`src/rtl/key_pulse_gen_if.sv`:
```
// key_pulse_gen_if: raw key and repeat-enable in, count-enable pulse and debounced level out
// Signals: key (raw button, 1 = pressed), rep_en (auto-repeat enable),
//          en_pulse (one-cycle count enable), key_level (debounced key state).
// Modports: master drives key/rep_en, slave (the pulse generator) drives en_pulse/key_level.
interface key_pulse_gen_if;
  logic key;
  logic rep_en;
  logic en_pulse;
  logic key_level;
  modport master (output key, rep_en, input en_pulse, key_level);
  modport slave (input key, rep_en, output en_pulse, key_level);
endinterface

```
`src/rtl/key_pulse_gen.sv`:
```
// key_pulse_gen: synchronise and debounce a push-button into single-cycle count-enable pulses
// Ports: clk (rising edge), r (asynchronous active-high reset),
//        kp (slave): key, rep_en in; en_pulse, key_level out (both registered).
module key_pulse_gen #(
  parameter int DEB_CYCLES = 1000000,
  parameter int REP_DELAY  = 25000000,
  parameter int REP_PERIOD = 10000000,
  parameter int CNT_W      = 25
) (
  input logic            clk,
  input logic            r,
  key_pulse_gen_if.slave kp
);
  typedef enum logic [1:0] {IDLE, ARM_P, HELD, ARM_R} state_t;
  state_t           state_q;
  logic             s1_q, s2_q, rep_first_q, en_pulse_q, key_level_q;
  logic [CNT_W-1:0] deb_q, rep_q, deb_inc, rep_inc;
  logic             deb_done, rep_hit;
  // deb_q is zero in the stable states, so deb_inc already counts the sample being taken now
  assign deb_inc  = deb_q + CNT_W'(1);
  assign deb_done = deb_inc >= CNT_W'(DEB_CYCLES);
  assign rep_inc  = rep_q + CNT_W'(1);
  // rep_first_q selects the period once the first repeat has been issued
  assign rep_hit  = rep_inc == (rep_first_q ? CNT_W'(REP_PERIOD) : CNT_W'(REP_DELAY));
  always_ff @(posedge clk or posedge r) begin
    if (r) begin
      state_q     <= IDLE;
      s1_q        <= 1'b0;
      s2_q        <= 1'b0;
      deb_q       <= '0;
      rep_q       <= '0;
      rep_first_q <= 1'b0;
      en_pulse_q  <= 1'b0;
      key_level_q <= 1'b0;
    end else begin
      s1_q       <= kp.key;
      s2_q       <= s1_q;
      en_pulse_q <= 1'b0;
      case (state_q)
        IDLE, ARM_P: begin
          if (!s2_q) begin
            state_q <= IDLE;
            deb_q   <= '0;
          end else if (deb_done) begin
            state_q     <= HELD;
            deb_q       <= '0;
            rep_q       <= '0;
            rep_first_q <= 1'b0;
            en_pulse_q  <= 1'b1;
            key_level_q <= 1'b1;
          end else begin
            state_q <= ARM_P;
            deb_q   <= deb_inc;
          end
        end
        HELD, ARM_R: begin
          if (!s2_q) begin
            // a low sample always wins over a repeat deadline; rep_q stays frozen
            if (deb_done) begin
              state_q     <= IDLE;
              deb_q       <= '0;
              rep_q       <= '0;
              rep_first_q <= 1'b0;
              key_level_q <= 1'b0;
            end else begin
              state_q <= ARM_R;
              deb_q   <= deb_inc;
            end
          end else begin
            // the edge returning from ARM_R counts toward the repeat deadline,
            // so a glitch delays repeats by exactly its own length
            state_q <= HELD;
            deb_q   <= '0;
            if (!kp.rep_en) begin
              rep_q       <= '0;
              rep_first_q <= 1'b0;
            end else if (rep_hit) begin
              rep_q       <= '0;
              rep_first_q <= 1'b1;
              en_pulse_q  <= 1'b1;
            end else begin
              rep_q <= rep_inc;
            end
          end
        end
      endcase
    end
  end
  assign kp.en_pulse  = en_pulse_q;
  assign kp.key_level = key_level_q;
endmodule

```
`src/flat_wrapper.sv`:
```
// flat-port wrapper written by rule: the top's interface ports become plain ports
module key_pulse_gen_flat 
#(
  parameter int DEB_CYCLES = 1000000,
  parameter int REP_DELAY  = 25000000,
  parameter int REP_PERIOD = 10000000,
  parameter int CNT_W      = 25
)
  (clk, r, kp_key, kp_rep_en, kp_en_pulse, kp_key_level);
  key_pulse_gen_if kp_i ();
  input logic clk;
  input logic r;
  input wire logic [$bits(kp_i.key)-1:0] kp_key;
  input wire logic [$bits(kp_i.rep_en)-1:0] kp_rep_en;
  output wire logic [$bits(kp_i.en_pulse)-1:0] kp_en_pulse;
  output wire logic [$bits(kp_i.key_level)-1:0] kp_key_level;
  assign kp_i.key = kp_key;
  assign kp_i.rep_en = kp_rep_en;
  assign kp_en_pulse = kp_i.en_pulse;
  assign kp_key_level = kp_i.key_level;
  key_pulse_gen #(.DEB_CYCLES(DEB_CYCLES), .REP_DELAY(REP_DELAY), .REP_PERIOD(REP_PERIOD), .CNT_W(CNT_W)) u_core (.clk(clk), .r(r), .kp(kp_i));
endmodule
```
`config.mk`:
```
export PLATFORM = sky130hd
export DESIGN_NAME = key_pulse_gen_flat
export DESIGN_NICKNAME = d
export VERILOG_FILES = /design/src/rtl/key_pulse_gen_if.sv /design/src/rtl/key_pulse_gen.sv /design/src/flat_wrapper.sv
export SDC_FILE = /design/constraint.sdc
export NUM_CORES = 1
export LEC_CHECK = 0
export CORE_MARGIN = 2
export CORE_UTILIZATION = 45
export DETAILED_ROUTE_END_ITERATION = 6
export DONT_BUFFER_PORTS = 1
export GPL_ROUTABILITY_DRIVEN = 0
export PLACE_DENSITY = 0.61
export SETUP_SLACK_MARGIN = 0.4
export SKIP_CTS_REPAIR_TIMING = 1
export SLEW_MARGIN = 15
export SYNTH_ARGS = -nofsm -noshare
export SYNTH_HDL_FRONTEND = slang
export SYNTH_SLANG_ARGS = --single-unit
```
`constraint.sdc`:
```
create_clock -name clk -period 3.4 [get_ports clk]
set_input_delay 1.02 -clock clk [delete_from_list [all_inputs] [get_ports clk]]
set_output_delay 1.02 -clock clk [all_outputs]
set_load 0.01 [all_outputs]
```
==> results.md <==
* Outcome: completed
* Slew margin rel. at about two thirds
* Power per cell area at 272 mW/mm2
* Total Nets Final at ~450
* Total number of H-tree levels at 2
* Pin count of the biggest net entering global routing at 27
* Yosys top cell area share at 37.9%
* Ys flop type: sky130_fd_sc_hd__dfrtp_1
* Data arrival, critical path at 3.30 ns
* DR vias/cell at about 6.0
* Yosys Warn Count at 0
* Y dimension of the die at 94.6 um
* Clock Sinks at 56
* Average wire length per cell after detail routing at 17.3 um
* Final worst hold slack at approximately 0.38 ns
* Fraction of power consumed by sequential logic at 58.3%
* Final non-filler cell area at ~0.0043 mm2
* Switching pwr at roughly 320 uW
* Width of the chip at ~95 um
* Fraction of registers with async set or reset after synthesis at 100%
* Category of the most critical setup path: flop to flop
* Worst-path fanout max at 7
* Area post-placement at 0.00389 mm2
* Reg2reg setup slack at ~0.33 ns
* Minimum clock period at 3.07 ns
* IR drop worst, VDD at 0.170 mV
* DRC viols at 0
* Buffer levels on the longest clock path at 2
* Period Utilization, post-route at around nine tenths
* Final setup slack of the worst path at 0.326 ns
* Clock Latency Late Sink at ~0.33 ns
* Largest incremental delay on the critical path at about 0.46 ns
* Yosys reg bits at 56
* Effective utilization at floorplan at a little under half
* Count of vias placed by the detailed router at between 3k and 4k
* Post-synthesis cell area at around 0.0037 mm2
* Number of global-route vias before repair at roughly 2.9k
* Clk Tree Root Cell: sky130_fd_sc_hd__clkbuf_8
* Gr usage total at around a fifth
* Final Setup Violations at 0
* TritonCTS buffer count at 5
* Antenna Cells at 0
* Ratio of cells with drive above 1 in the final layout at a little under a quarter
* Number of search-and-repair iterations in the first detailed-routing pass at 5
* Critical-path cell with the highest stage delay: sky130_fd_sc_hd__dfrtp_1
* Setup clock skew after layout at 0.0186 ns
* Number of standard cells after synthesis at 418
* Cell taking the most area after synthesis: sky130_fd_sc_hd__dfrtp_1
* Lkg Pwr at 0.00175 uW
* Share of total power in the clock network at 34.4%
* Std-Cell Core Area at 0.00809 mm2
* TritonCTS clock tree: done
* Max capacitance violation total at 0
* Class of the tightest hold or removal check: flop to flop
* Switching share of total power at 27.1%
* Internal Power at between 800 and 900 uW
* Worst setup slack before clock tree synthesis at roughly 0.16 ns
* Critical path launch point type: flop
* Count of cell types in the netlist at 70
* First-pass GRT wire length at 14.3 mm
* Count of nets left with antenna violations after detail routing at 0
* Post-layout util at a little over half
* Port bufs at 0
* HPWL Detailed at a little over 6 mm
* I/O pin count at 6
* Fraction of the yosys area taken by sequential cells at 37.9%
* Worst path cell trace: nand4_1, or3_1, nor4_2, o21ai_0, a2111o_1, o32ai_4, a21oi_4, and3_1, a211o_1
* Synth-to-layout area growth at 17.2%
* Total negative setup slack at 0 ns
* Worst setup EP type: flop
* RSZ-0062 raised after global routing: yes
* Transition at the pin with the smallest max-transition slack at just over 0.5 ns
* Maximum clock frequency at approximately 330 MHz
* Top cells by area, synth: sky130_fd_sc_hd__dfrtp_1 (38%), sky130_fd_sc_hd__nand2_1 (4.5%), sky130_fd_sc_hd__xnor2_1 (3.8%)
* Area enclosed by the die boundary at a little under 0.009 mm2
* Share of power burned in combinational logic at 7.2%
* EDFF count, synth at 0
* Required time of the critical path at around 3.6 ns
* Detailed Route Iter0 Violations at approximately 220
* Site row count at 33
* Average cell area after synthesis at a little under 9 um2
* Final hold violations at 0
* Reg clk slew, reported paths at ~0.12 ns
* Total count of max-transition violations in the final report at 0
* Residual overflow from global routing at 0
* Detailed Route WL at 9.56 mm
* Antenna violations before repair at 0
sequential cells by signal, summed over array words and instances, names as in the netlist:
name and count:
u_core.deb_q 25, u_core.s2_q 1, u_core.kp.key_level 1, u_core.state_q 1, u_core.rep_first_q 1, u_core.rep_q 25
u_core.kp.en_pulse 1, u_core.s1_q 1
power groups by stage:
| stage | Sequential, uW | Combinational [uW] | Clock (uW) |
|---|---|---|---|
| floorplan | 697 | 45.9 | 0 |
| global placement | 698 | 61.5 | 0 |
| detailed placement | 699 | 62.8 | 0 |
| CTS | 686 | 63.0 | 412 |
| global route | 688 | 93.8 | 445 |
| finish | 686 | 85.2 | 405 |
worst paths after layout:
kind / start / end / cells past startpoint
max: u_core.rep_q[14]$_DFFE_PP0P_ / u_core.rep_q[15]$_DFFE_PP0P_ / 9
max reg2reg: u_core.rep_q[14]$_DFFE_PP0P_ / u_core.rep_q[15]$_DFFE_PP0P_ / 9
min reg2reg: u_core.s1_q$_DFF_PP0_ / u_core.s2_q$_DFF_PP0_ / 0
min: u_core.s1_q$_DFF_PP0_ / u_core.s2_q$_DFF_PP0_ / 0
max in group asynchronous: r / u_core.rep_q[12]$_DFFE_PP0P_ / 2
min in group asynchronous: r / u_core.rep_q[2]$_DFFE_PP0P_ / 1
metrics by stage:
step / power (uW) / instances
after global routing: 1230 / 551
after floorplan: 743 / 422
final: 1180 / 551
after detailed placement: 762 / 527
after global placement: 760 / 527
after CTS: 1160 / 535
synthesized netlist by cell type, types with 3 or more instances:
cell type / count
sky130_fd_sc_hd__nand2_1: 44
sky130_fd_sc_hd__o2111ai_1: 3
sky130_fd_sc_hd__and2_1: 6
sky130_fd_sc_hd__or3_1: 7
sky130_fd_sc_hd__a21oi_1: 13
sky130_fd_sc_hd__nor3_1: 21
sky130_fd_sc_hd__xnor2_1: 16
sky130_fd_sc_hd__clkbuf_2: 6
sky130_fd_sc_hd__buf_2: 10
sky130_fd_sc_hd__mux2i_1: 5
sky130_fd_sc_hd__o21bai_1: 4
sky130_fd_sc_hd__a31oi_1: 9
sky130_fd_sc_hd__a211o_1: 5
sky130_fd_sc_hd__o21ai_0: 19
sky130_fd_sc_hd__a211oi_1: 3
sky130_fd_sc_hd__or2_2: 3
sky130_fd_sc_hd__o31a_1: 3
sky130_fd_sc_hd__nor3b_1: 4
sky130_fd_sc_hd__a21o_1: 4
sky130_fd_sc_hd__inv_1: 14
sky130_fd_sc_hd__and4_1: 3
sky130_fd_sc_hd__dfrtp_1: 56
sky130_fd_sc_hd__nor2_1: 35
sky130_fd_sc_hd__xor2_1: 8
sky130_fd_sc_hd__buf_6: 3
sky130_fd_sc_hd__nand3_1: 20
sky130_fd_sc_hd__clkbuf_1: 5
sky130_fd_sc_hd__o21ai_1: 3
sky130_fd_sc_hd__nand4_1: 11
sky130_fd_sc_hd__nor4_1: 5
sky130_fd_sc_hd__and3_1: 21
placed cells by master, fill, tap and decap left out, drive strengths merged, types with 16 or more instances in the layout:
master / instances
nor3: 21
buf: 36
nand3: 22
nor2: 35
o21ai: 23
and3: 21
nand2: 44
dfrtp: 56
xnor2: 16
critical path: cells and delay by family (launching register included):
kind             cells  cell delay (ns)
AO/OA/AOI/OAI        5             1.39
flip-flops           1             0.46
AND/OR/NAND/NOR      4             1.14
final cells by class:
type / count / area [um2]
multi-input combinational: 332 / 2350
fill: 732 / 3760
inverter: 14 / 52.6
tap: 105 / 131
clock buffer: 5 / 68.8
clock inverter: 3 / 27.5
sequential: 56 / 1420
timing repair buffer: 36 / 278
layer usage:
metal / global-route usage (%) / routed length [um]
met1: 27.1 / 4210
met2: 34.3 / 4730
met3: 2.71 / 429
met4: 5.56 / 184
met5: 0 / 0
kinds of logic after synthesis:
kind of cell	Yosys count	synth area share [%]
adders and majority gates	4	1.25
and+or+nand+nor	198	30.0
DFF	56	37.9
xor gates and xnor gates	24	5.69
AOI/OAI and AO/OA	92	18.7
muxes	5	1.35
other	1	0.101
buffers and inverters	38	5.01
(Power assumes the default switching activity.)
